[src/rtl/muldiv_sequencer.sv]
// Iterative M-extension unit: shift-add multiplier and restoring divider behind a
// one-request-at-a-time valid/ready handshake. Word ops run 32 iterations and sign-extend.
module muldiv_sequencer #(
  parameter int XLEN = 64
) (
  input  logic            clk,
  input  logic            resetn,
  input  logic            flush_i,
  input  logic            req_valid_i,
  output logic            req_ready_o,
  input  logic [2:0]      funct3_i,
  input  logic            word_i,
  input  logic [XLEN-1:0] a_i,
  input  logic [XLEN-1:0] b_i,
  output logic            resp_valid_o,
  input  logic            resp_ready_i,
  output logic [XLEN-1:0] result_o,
  output logic            busy_o
);

  localparam int CW = $clog2(XLEN + 1);

  localparam logic [1:0] S_IDLE = 2'd0;
  localparam logic [1:0] S_BUSY = 2'd1;
  localparam logic [1:0] S_DONE = 2'd2;

  function automatic logic [XLEN-1:0] sext32(input logic [31:0] v);
    return {{(XLEN-32){v[31]}}, v};
  endfunction

  function automatic logic [XLEN-1:0] zext32(input logic [31:0] v);
    return {{(XLEN-32){1'b0}}, v};
  endfunction

  // Control state
  logic [1:0]      r_state;
  logic [CW-1:0]   r_cnt;
  logic [XLEN-1:0] r_result;

  // Datapath: r_x = multiplicand / dividend-quotient shifter, r_y = multiplier / divisor,
  // r_acc = product accumulator / partial remainder.
  logic [XLEN-1:0] r_x;
  logic [XLEN-1:0] r_y;
  logic [XLEN-1:0] r_acc;
  logic            r_is_div;
  logic            r_is_rem;
  logic            r_word;
  logic            r_neg_q;
  logic            r_neg_r;

  // Accept-time decode
  logic            w_accept;
  logic            w_is_div;
  logic            w_is_signed;
  logic            w_is_rem;
  logic [XLEN-1:0] w_a_ext;
  logic [XLEN-1:0] w_b_ext;
  logic [XLEN-1:0] w_most_neg;
  logic            w_a_neg;
  logic            w_b_neg;
  logic [XLEN-1:0] w_a_mag;
  logic [XLEN-1:0] w_b_mag;
  logic            w_div_zero;
  logic            w_overflow;
  logic            w_special;
  logic [XLEN-1:0] w_special_raw;
  logic [XLEN-1:0] w_special_res;

  assign req_ready_o  = (r_state == S_IDLE) && !flush_i;
  assign resp_valid_o = (r_state == S_DONE);
  assign busy_o       = (r_state != S_IDLE);
  assign result_o     = r_result;

  assign w_accept    = req_valid_i && req_ready_o;
  assign w_is_div    = funct3_i[2];
  assign w_is_signed = !funct3_i[0];
  assign w_is_rem    = funct3_i[1];

  assign w_a_ext = !word_i ? a_i : (w_is_signed ? sext32(a_i[31:0]) : zext32(a_i[31:0]));
  assign w_b_ext = !word_i ? b_i : (w_is_signed ? sext32(b_i[31:0]) : zext32(b_i[31:0]));
  assign w_most_neg = word_i ? {{(XLEN-31){1'b1}}, {31{1'b0}}} : {1'b1, {(XLEN-1){1'b0}}};

  assign w_a_neg = w_is_div && w_is_signed && w_a_ext[XLEN-1];
  assign w_b_neg = w_is_div && w_is_signed && w_b_ext[XLEN-1];
  assign w_a_mag = w_a_neg ? -w_a_ext : w_a_ext;
  assign w_b_mag = w_b_neg ? -w_b_ext : w_b_ext;

  assign w_div_zero = w_is_div && (w_b_ext == '0);
  assign w_overflow = w_is_div && w_is_signed && (w_a_ext == w_most_neg) && (w_b_ext == '1);
  assign w_special  = w_div_zero || w_overflow;

  // NOTE: every always_comb output gets a default first so no path can infer a latch.
  always_comb begin
    w_special_raw = '0;
    if (w_div_zero) begin
      w_special_raw = w_is_rem ? w_a_ext : '1;
    end else if (w_overflow) begin
      w_special_raw = w_is_rem ? '0 : w_most_neg;
    end
  end

  assign w_special_res = word_i ? sext32(w_special_raw[31:0]) : w_special_raw;

  // One iteration of either engine, computed from the current datapath registers
  logic [XLEN:0]   w_rem_sh;
  logic            w_ge;
  logic [XLEN-1:0] w_sub;
  logic [XLEN-1:0] w_acc_nxt;
  logic [XLEN-1:0] w_x_nxt;
  logic [XLEN-1:0] w_y_nxt;

  assign w_rem_sh = {r_acc, r_x[XLEN-1]};
  assign w_ge     = (w_rem_sh >= {1'b0, r_y});
  // The true difference is below 2^XLEN whenever it is used, so the low bits suffice.
  assign w_sub    = w_rem_sh[XLEN-1:0] - r_y;

  always_comb begin
    w_acc_nxt = r_acc;
    w_x_nxt   = r_x;
    w_y_nxt   = r_y;
    if (r_is_div) begin
      w_acc_nxt = w_ge ? w_sub : w_rem_sh[XLEN-1:0];
      w_x_nxt   = {r_x[XLEN-2:0], w_ge};
    end else begin
      w_acc_nxt = r_acc + (r_y[0] ? r_x : '0);
      w_x_nxt   = r_x << 1;
      w_y_nxt   = r_y >> 1;
    end
  end

  // The last iteration and the result write share one edge, so finalize from next values.
  logic [XLEN-1:0] w_quot;
  logic [XLEN-1:0] w_rem;
  logic [XLEN-1:0] w_final_raw;
  logic [XLEN-1:0] w_final;

  assign w_quot      = r_neg_q ? -w_x_nxt : w_x_nxt;
  assign w_rem       = r_neg_r ? -w_acc_nxt : w_acc_nxt;
  assign w_final_raw = !r_is_div ? w_acc_nxt : (r_is_rem ? w_rem : w_quot);
  assign w_final     = r_word ? sext32(w_final_raw[31:0]) : w_final_raw;

  // NOTE: sequential state uses non-blocking assignments so all registers update together.
  always_ff @(posedge clk or negedge resetn) begin
    if (!resetn) begin
      r_state  <= S_IDLE;
      r_cnt    <= '0;
      r_result <= '0;
    end else if (flush_i) begin
      r_state <= S_IDLE;
      r_cnt   <= '0;
    end else begin
      case (r_state)
        S_IDLE: begin
          if (w_accept) begin
            r_cnt <= word_i ? CW'(32) : CW'(XLEN);
            if (w_special) begin
              r_state  <= S_DONE;
              r_result <= w_special_res;
            end else begin
              r_state <= S_BUSY;
            end
          end
        end
        S_BUSY: begin
          r_cnt <= r_cnt - CW'(1);
          if (r_cnt == CW'(1)) begin
            r_state  <= S_DONE;
            r_result <= w_final;
          end
        end
        S_DONE: begin
          if (resp_ready_i) begin
            r_state <= S_IDLE;
          end
        end
        default: r_state <= S_IDLE;
      endcase
    end
  end

  // NOTE: datapath registers carry no reset; they are always loaded at accept before use.
  always_ff @(posedge clk) begin
    if (w_accept) begin
      r_is_div <= w_is_div;
      r_is_rem <= w_is_rem;
      r_word   <= word_i;
      r_neg_q  <= w_a_neg ^ w_b_neg;
      r_neg_r  <= w_a_neg;
      r_acc    <= '0;
      if (w_is_div) begin
        r_x <= word_i ? {w_a_mag[31:0], {(XLEN-32){1'b0}}} : w_a_mag;
        r_y <= w_b_mag;
      end else begin
        r_x <= a_i;
        r_y <= b_i;
      end
    end else if (r_state == S_BUSY) begin
      r_acc <= w_acc_nxt;
      r_x   <= w_x_nxt;
      r_y   <= w_y_nxt;
    end
  end

endmodule

[config.mk]
export PLATFORM = sky130hd
export DESIGN_NAME = muldiv_sequencer
export DESIGN_NICKNAME = d
export VERILOG_FILES = /design/src/rtl/muldiv_sequencer.sv
export SDC_FILE = /design/constraint.sdc
export NUM_CORES = 2
export LEC_CHECK = 0
export BUFFER_PORTS_ARGS = -buffer_cell sky130_fd_sc_hd__buf_2
export CAP_MARGIN = 20
export CORE_AREA = 2 2 246 248
export CTS_CLUSTER_DIAMETER = 100
export DETAILED_ROUTE_END_ITERATION = 8
export DIE_AREA = 0 0 248 250
export PLACE_DENSITY = 0.69
export SLEW_MARGIN = 20
export SYNTH_ARGS = -nofsm -noshare
export SYNTH_HDL_FRONTEND = slang
export SYNTH_SLANG_ARGS = --single-unit
export TNS_END_PERCENT = 1
[constraint.sdc]
create_clock -name clk -period 8.4 [get_ports clk]
set_input_delay 2.1 -clock clk [delete_from_list [all_inputs] [get_ports clk]]
set_output_delay 2.1 -clock clk [all_outputs]
set_load 0.005 [all_outputs]
==> Word level (Yosys, flattened, before mapping) <==
Cells that the tools add are included.
{ "totals": {"reg_bits": 270, "wordCells": 97, "inputBits": 137, "output_inout_bits": 67} }
{ "classes": {"eq_ne": 12, "n_lt_le_gt_ge": 1, "n_bitwise": 2, "muxes": 43, "reduce_logical": 21, "add_sub_neg": 7} }
{ "ops": {"columns": ["cell", "count"], "rows": [
  ["2-to-1 mux 64 bit", 30],
  ["negation 64 bit", 4],
  ["case mux 64 bit (2 select lines)", 1],
  [">= comparator 65 x 64 -> 1 bit", 1],
  ["adder 64 bit", 1],
  ["equality test 64 bit", 1],
  ["equality test 64 bit, second input constant", 1],
  ["zero test 64 bit", 1],
  ["subtractor 64 bit", 1],
  ["2-to-1 mux 63 bit", 1],
  ["2-to-1 mux 7 bit", 3],
  ["case mux 7 bit (2 select lines)", 1],
  ["2-to-1 mux 2 bit", 5],
  ["logical AND 1 bit", 8],
  ["equality test 7 x 1 -> 1 bit, second input constant", 1],
  ["subtractor 7 x 1 -> 7 bit, second input constant", 1],
  ["!= test 2 bit, second input constant", 3],
  ["!= test 3 bit, second input constant", 2],
  ["case mux 2 bit (3 select lines)", 1],
  ["nonzero test 2 bit", 3],
  ["AND reduction 5 bit", 1],
  ["AND reduction 2 bit", 2],
  ["!= test 3 x 2 -> 1 bit, second input constant", 1],
  ["AND reduction 3 bit", 1],
  ["other kinds (10)", 11]
]} }

==> Longest topological paths before layout <==
{ "logic_depth": {"word_depth": 11, "mapped_depth": 25, "depth_no_buf": 23} }

==> Least setup slack after synthesis <==
Ideal clock, no wire load.
{ "synth_timing": {"path_kind": "register to register", "startpoint": "reg r_is_div", "endpoint": "reg r_y[0], enable pin", "path_stages_with_launch": 12, "path_buffers": 10, "setup_slack_ns": 0.934, "required_ns": 7.826, "synth_period_minus_slack_ns": 7.466, "t_arrival_ns": 6.892, "setup_time_ns": 0.574, "cell_sequence": "edfxtp_1 -> clkbuf_1 -> clkbuf_1 -> clkbuf_1 -> buf_1 -> buf_1 -> clkbuf_1 -> clkbuf_1 -> clkbuf_1 -> buf_2 -> buf_1 -> o21ai_0"} }
{ "synth_between": {"elab_chain_cells": 2} }
{ "synth_lines": {"columns": ["item", "line", "text"], "rows": [
  ["start: declaration", "45", "logic r_is_div;"],
  ["start signal: assignment", "184", "r_is_div <= w_is_div;"],
  ["!= test 2 x 1 -> 1 bit (no source line)", null, null],
  ["AND reduction 2 bit (no source line)", null, null],
  ["end signal: assignment", "192", "r_y <= w_b_mag;"],
  ["end signal: assignment", "195", "r_y <= b_i;"],
  ["end signal: assignment", "200", "r_y <= w_y_nxt;"],
  ["end: declaration", "43", "logic [XLEN-1:0] r_y;"]
]} }
No other way between the ends.
A chain may end at the register's enable or synchronous reset.

==> Worst setup path after layout <==
{ "layout_timing": {"startpoint": "reg r_y[58]", "endpoint": "reg r_result[50], in the netlist result_o[50]"} }
{ "layout_between": {"elab_chain_cells": 10, "word_cells_on_any_way": 13, "classes_between": "2 x add/sub; 1 x order compare; 10 x mux"} }
{ "layout_lines": {"columns": ["item", "line", "text"], "rows": [
  [">= comparator 65 x 64 -> 1 bit (*)", "113", "assign w_ge = (w_rem_sh >= {1'b0, r_y});"],
  ["2-to-1 mux 64 bit", "122", "w_acc_nxt = w_ge ? w_sub : w_rem_sh[XLEN-1:0];"],
  ["2-to-1 mux 64 bit", "121", "if (r_is_div) begin"],
  ["negation 64 bit", "138", "assign w_rem = r_neg_r ? -w_acc_nxt : w_acc_nxt;"],
  ["2-to-1 mux 64 bit", "138", null],
  ["2-to-1 mux 64 bit", "139", "assign w_final_raw = !r_is_div ? w_acc_nxt : (r_is_rem ? w_rem : w_quot);"],
  ["2-to-1 mux 64 bit (*)", "139", null],
  ["2-to-1 mux 64 bit (*)", "140", "assign w_final = r_word ? sext32(w_final_raw[31:0]) : w_final_raw;"],
  ["2-to-1 mux 64 bit (*)", "166", "if (r_cnt == CW'(1)) begin"],
  ["case mux 64 bit (2 select lines) (*)", "152", "case (r_state)"],
  ["end signal: assignment", "158", "r_result <= w_special_res;"],
  ["end signal: assignment", "168", "r_result <= w_final;"],
  ["end: declaration", "38", "logic [XLEN-1:0] r_result;"]
]} }
Every way passes the cells marked *; elsewhere a longest branch is shown, timed or not. The select of a mux whose other input is x is not followed.

==> flow_summary.toml <==
[yosys]
yosysSeqAreaShare_pct = 23.7
synthArstFlopShare_pct = 27.0
ys.warnings.count = 0
post_synth_inst_count = 4080
synth_seq_cells = 270
synth_area_um2 = 30000
synth-main-ff-cell = "sky130_fd_sc_hd__edfxtp_1"
synth.net_count = 4354
library_cells_used_by_synthesis = 113
postSynthAreaPerCell_um2 = 7.35
synth_enable_flop_cells = 133

[grt]
global_route.usage.total_pct = 43.9
grt.overflow.total = 0
grt_first_pass_wirelength_um = 203000
antenna_violations_before_repair = 12
via_count_of_the_first_global_routing_pass = 30488
maximum_number_of_pins_on_one_net_before_global_route_repair = 121

[sta]
hold_ws_ns = 0.492
worst_slew_margin_rel_pct = 21.3
clock_skew_ns = 0.0248
final.setup.worst_slack_ns = 1.23
rsz0062_at_grt = "false"
finalSetupTns_ns = 0
worstMarginPinSlew_ns = 1.17
setup_violations = 0
min_period_over_period_pct = 85.3
timing_max_transition_violations_final = 0
timing_hold_violations_final = 0
maxClockFrequency_ghz = 0.140
post-route-min-period_ns = 7.17

[critical_path]
worst_path_arrival_ns = 7.68
cp_num_cells = 17
critPathCaptureType = "register"
crit_fanout = 19
ff2ff_path_depth = 17
critical_path.n_buffers_inverters = 1
crit_path_top_delay_cell = "sky130_fd_sc_hd__nor4_1"
crit_chain = "inv_1, ha_1, a21oi_1, o21ai_1, a211oi_1, o22ai_1, a211o_2, a21oi_4, o311ai_1, nor4_1, nand4_2, nor4_2, a211oi_1, or4_4, nor2_2, o21ai_0, o21a_1"
worst_path_dominant_cell_family = "compound AO/OA/AOI/OAI gates"
critical_path.startpoint_type = "register"
cpPeakStageDelay_ns = 0.70
req_time_crit_path_ns = 8.91
critical_path_class = "register to register"
crit_top_cell = "sky130_fd_sc_hd__a211oi_1"

[detailed_routing]
avgRoutedWirePerCell_um = 28.6
viasPerCell = 6.94
drtPass1Iterations = 7
vias = 34090
routed_wirelength_um = 141000
drtAntennaViolNets = 0
drc = 0
first_iter_violations = 4975

[die]
die_y_um = 250
fp.coreArea_um2 = 59600
cell_rows = 90
die_area_um2 = 62000
ios = 204
dieWidth_um = 248
initial_utilization_pct = 50.3

[clock_tree]
cts.clk_slew.worst_paths_ns = 0.06
postCtsSetupBuffers = 0
holdBufCountCts = 0
cts.sinks = 270
cts_inserted_buffers = 31
ctsRootBufferMaster = "sky130_fd_sc_hd__clkbuf_16"
cts_buffer_depth = 3
tritoncts = "built"
post_cts_resized = 0
worst_skew_pair.late_latency_ns = 0.63
ctsHtreeMaxLevel = 1

[layout]
multiInputGateArea_um2 = 21400
filler_cell_count = 5918
area.growth.synth_to_final_pct = 8.31
drive_above_1_share_pct = 10.3
fin_nets = 4374
seqCellArea_um2 = 7100
post-route-cell-area_um2 = 32500
stdcell_count = 4913

[pwr]
power.leakage_uw = 0.0126
power_report.internal_total_uw = 4890
powerDensity_nw_per_um2 = 324
pwr-share-clk_pct = 13.9
power.share.sequential_pct = 22.4
netSwitchingFraction_pct = 53.5
p_sw_uw = 5620
vdd_drop_max_mv = 0.219
power_frac_comb_pct = 63.6

[place]
dpl-instance-area_um2 = 31400
place_ws_ns = 1.02
dp_cells = 4849
place_congestion = 1.06
detailedPlacementHpwl_um = 110000
buffer_ports.inserted = 203

[hold_path]
hold_path_depth = 2
timing.hold.worst.class = "register to register"

[run]
drv_cap = 0

[status]
status = "completed"
-- stage by stage --
step / utilization, % / power (µW)
detailed placement: 52.7 / 8670
global route: 54.5 / 11000
finish: 54.5 / 10500
CTS: 54.5 / 10200
floorplan: - / 6440
global placement: 52.7 / 8690
-- synthesized netlist by cell type (26+ instances only) --
| cell type | instances | area share, % |
|---|---|---|
| sky130_fd_sc_hd__dfrtp_1 | 73 | 6.1 |
| sky130_fd_sc_hd__ha_1 | 135 | 5.6 |
| sky130_fd_sc_hd__a21o_1 | 49 | 1.2 |
| sky130_fd_sc_hd__nand4_1 | 63 | 1.3 |
| sky130_fd_sc_hd__o21a_1 | 56 | 1.4 |
| sky130_fd_sc_hd__nor2_1 | 352 | 4.4 |
| sky130_fd_sc_hd__inv_1 | 130 | 1.6 |
| sky130_fd_sc_hd__nand3_1 | 84 | 1.4 |
| sky130_fd_sc_hd__xor2_1 | 123 | 3.6 |
| sky130_fd_sc_hd__o211ai_1 | 52 | 1.3 |
| sky130_fd_sc_hd__a21oi_1 | 348 | 5.8 |
| sky130_fd_sc_hd__a221oi_1 | 28 | 0.82 |
| sky130_fd_sc_hd__o22ai_1 | 56 | 1.2 |
| sky130_fd_sc_hd__xnor2_1 | 161 | 4.7 |
| sky130_fd_sc_hd__clkbuf_1 | 214 | 2.7 |
| sky130_fd_sc_hd__and2_1 | 79 | 1.6 |
| sky130_fd_sc_hd__dfxtp_1 | 64 | 4.3 |
| sky130_fd_sc_hd__nor4_1 | 46 | 0.96 |
| sky130_fd_sc_hd__nand2_1 | 476 | 6.0 |
| sky130_fd_sc_hd__a211oi_1 | 46 | 1.2 |
| sky130_fd_sc_hd__nor2b_1 | 33 | 0.69 |
| sky130_fd_sc_hd__o31ai_1 | 93 | 2.3 |
| sky130_fd_sc_hd__or3_1 | 37 | 0.77 |
| sky130_fd_sc_hd__buf_2 | 29 | 0.48 |
| sky130_fd_sc_hd__nand2b_1 | 37 | 0.77 |
| sky130_fd_sc_hd__a31oi_1 | 55 | 1.1 |
| sky130_fd_sc_hd__buf_1 | 26 | 0.33 |
| sky130_fd_sc_hd__o221ai_1 | 38 | 1.1 |
| sky130_fd_sc_hd__a22o_1 | 32 | 0.93 |
| sky130_fd_sc_hd__edfxtp_1 | 133 | 13 |
| sky130_fd_sc_hd__and3_1 | 37 | 0.77 |
| sky130_fd_sc_hd__nor3_1 | 115 | 1.9 |
| sky130_fd_sc_hd__o21ai_0 | 396 | 6.6 |
-- registers in the layout, indices dropped and copies added, names as in the netlist --
| name | count |
|---|---|
| r_x | 64 |
| r_neg_q | 1 |
| r_is_rem | 1 |
| r_y | 64 |
| r_state | 2 |
| r_neg_r | 1 |
| result_o | 64 |
| r_acc | 64 |
| r_is_div | 1 |
| r_cnt | 7 |
| r_word | 1 |
-- per-layer routing --
metal  track usage, %  wire, µm
met1             61.5     56800
met5                0        55
met2             61.1     56400
met4             15.4      6010
met3             16.4     21300
-- power groups by stage --
| stage | Combinational [µW] | Sequential [µW] | Clock (µW) |
|---|---|---|---|
| after floorplan | 4330 | 2110 | 0 |
| after global placement | 6350 | 2340 | 0 |
| after detailed placement | 6330 | 2340 | 0 |
| after CTS | 6380 | 2310 | 1460 |
| after global routing | 7100 | 2360 | 1510 |
| final | 6690 | 2360 | 1460 |
-- worst reg2reg max path: cells and delay by family (launching register included) --
kind	cells	cell delay [ns]
compound gates	10	3.28
flops	1	0.37
simple gates	5	2.73
buf+inv	1	0.28
fa+ha+maj	1	0.38
-- logic make-up (layout without fill, tap and decap cells) --
| kind of cell | after synthesis | after routing | synth area share (%) |
|---|---|---|---|
| compound gates | 1474 | 1474 | 31.8 |
| xor+xnor | 284 | 284 | 8.29 |
| fa+ha+maj | 137 | 137 | 5.77 |
| buf+inv | 407 | 452 | 5.32 |
| flops | 270 | 270 | 23.7 |
| mux | 42 | 42 | 1.48 |
| other cells | 0 | 6 | 0 |
| simple gates | 1466 | 1466 | 23.7 |
-- path summary, 6_finish.rpt --
check                                   from           end  slack (ns)
worst max-delay path                 r_y[58]  result_o[50]        1.23
worst min-delay path            result_o[17]  result_o[17]        0.49
worst max register to register       r_y[58]  result_o[50]        1.23
worst min register to register  result_o[17]  result_o[17]        0.49
max in group asynchronous             resetn   result_o[2]        5.87
min in group asynchronous             resetn  result_o[59]        1.34
-- layout by cell type (no fill, tap or decap), types with 55 or more instances in the layout --
master                       n
sky130_fd_sc_hd__nand2_1   475
sky130_fd_sc_hd__o21ai_0   395
sky130_fd_sc_hd__nor2_1    350
sky130_fd_sc_hd__a21oi_1   348
sky130_fd_sc_hd__buf_2     201
sky130_fd_sc_hd__xnor2_1   161
sky130_fd_sc_hd__ha_1      135
sky130_fd_sc_hd__edfxtp_1  133
sky130_fd_sc_hd__inv_1     127
sky130_fd_sc_hd__xor2_1    123
sky130_fd_sc_hd__nor3_1    114
sky130_fd_sc_hd__o31ai_1    93
sky130_fd_sc_hd__nand3_1    84
sky130_fd_sc_hd__and2_1     79
sky130_fd_sc_hd__dfrtp_1    73
sky130_fd_sc_hd__dfxtp_1    64
sky130_fd_sc_hd__nand4_1    63
sky130_fd_sc_hd__buf_4      59
sky130_fd_sc_hd__o22ai_1    56
sky130_fd_sc_hd__o21a_1     56
sky130_fd_sc_hd__a31oi_1    55
-- final cells by class --
cell class / instances / share of cell area (%)
well taps: 782 / 3.01
diodes: 6 / 0.0462
clock inverters: 17 / 0.597
inverters: 133 / 1.54
multi-input cells: 3403 / 65.8
clock buffers: 41 / 2.63
repair buffers: 261 / 4.52
flip-flops and latches: 270 / 21.9
No activity file was read; power rests on OpenSTA's default activity.
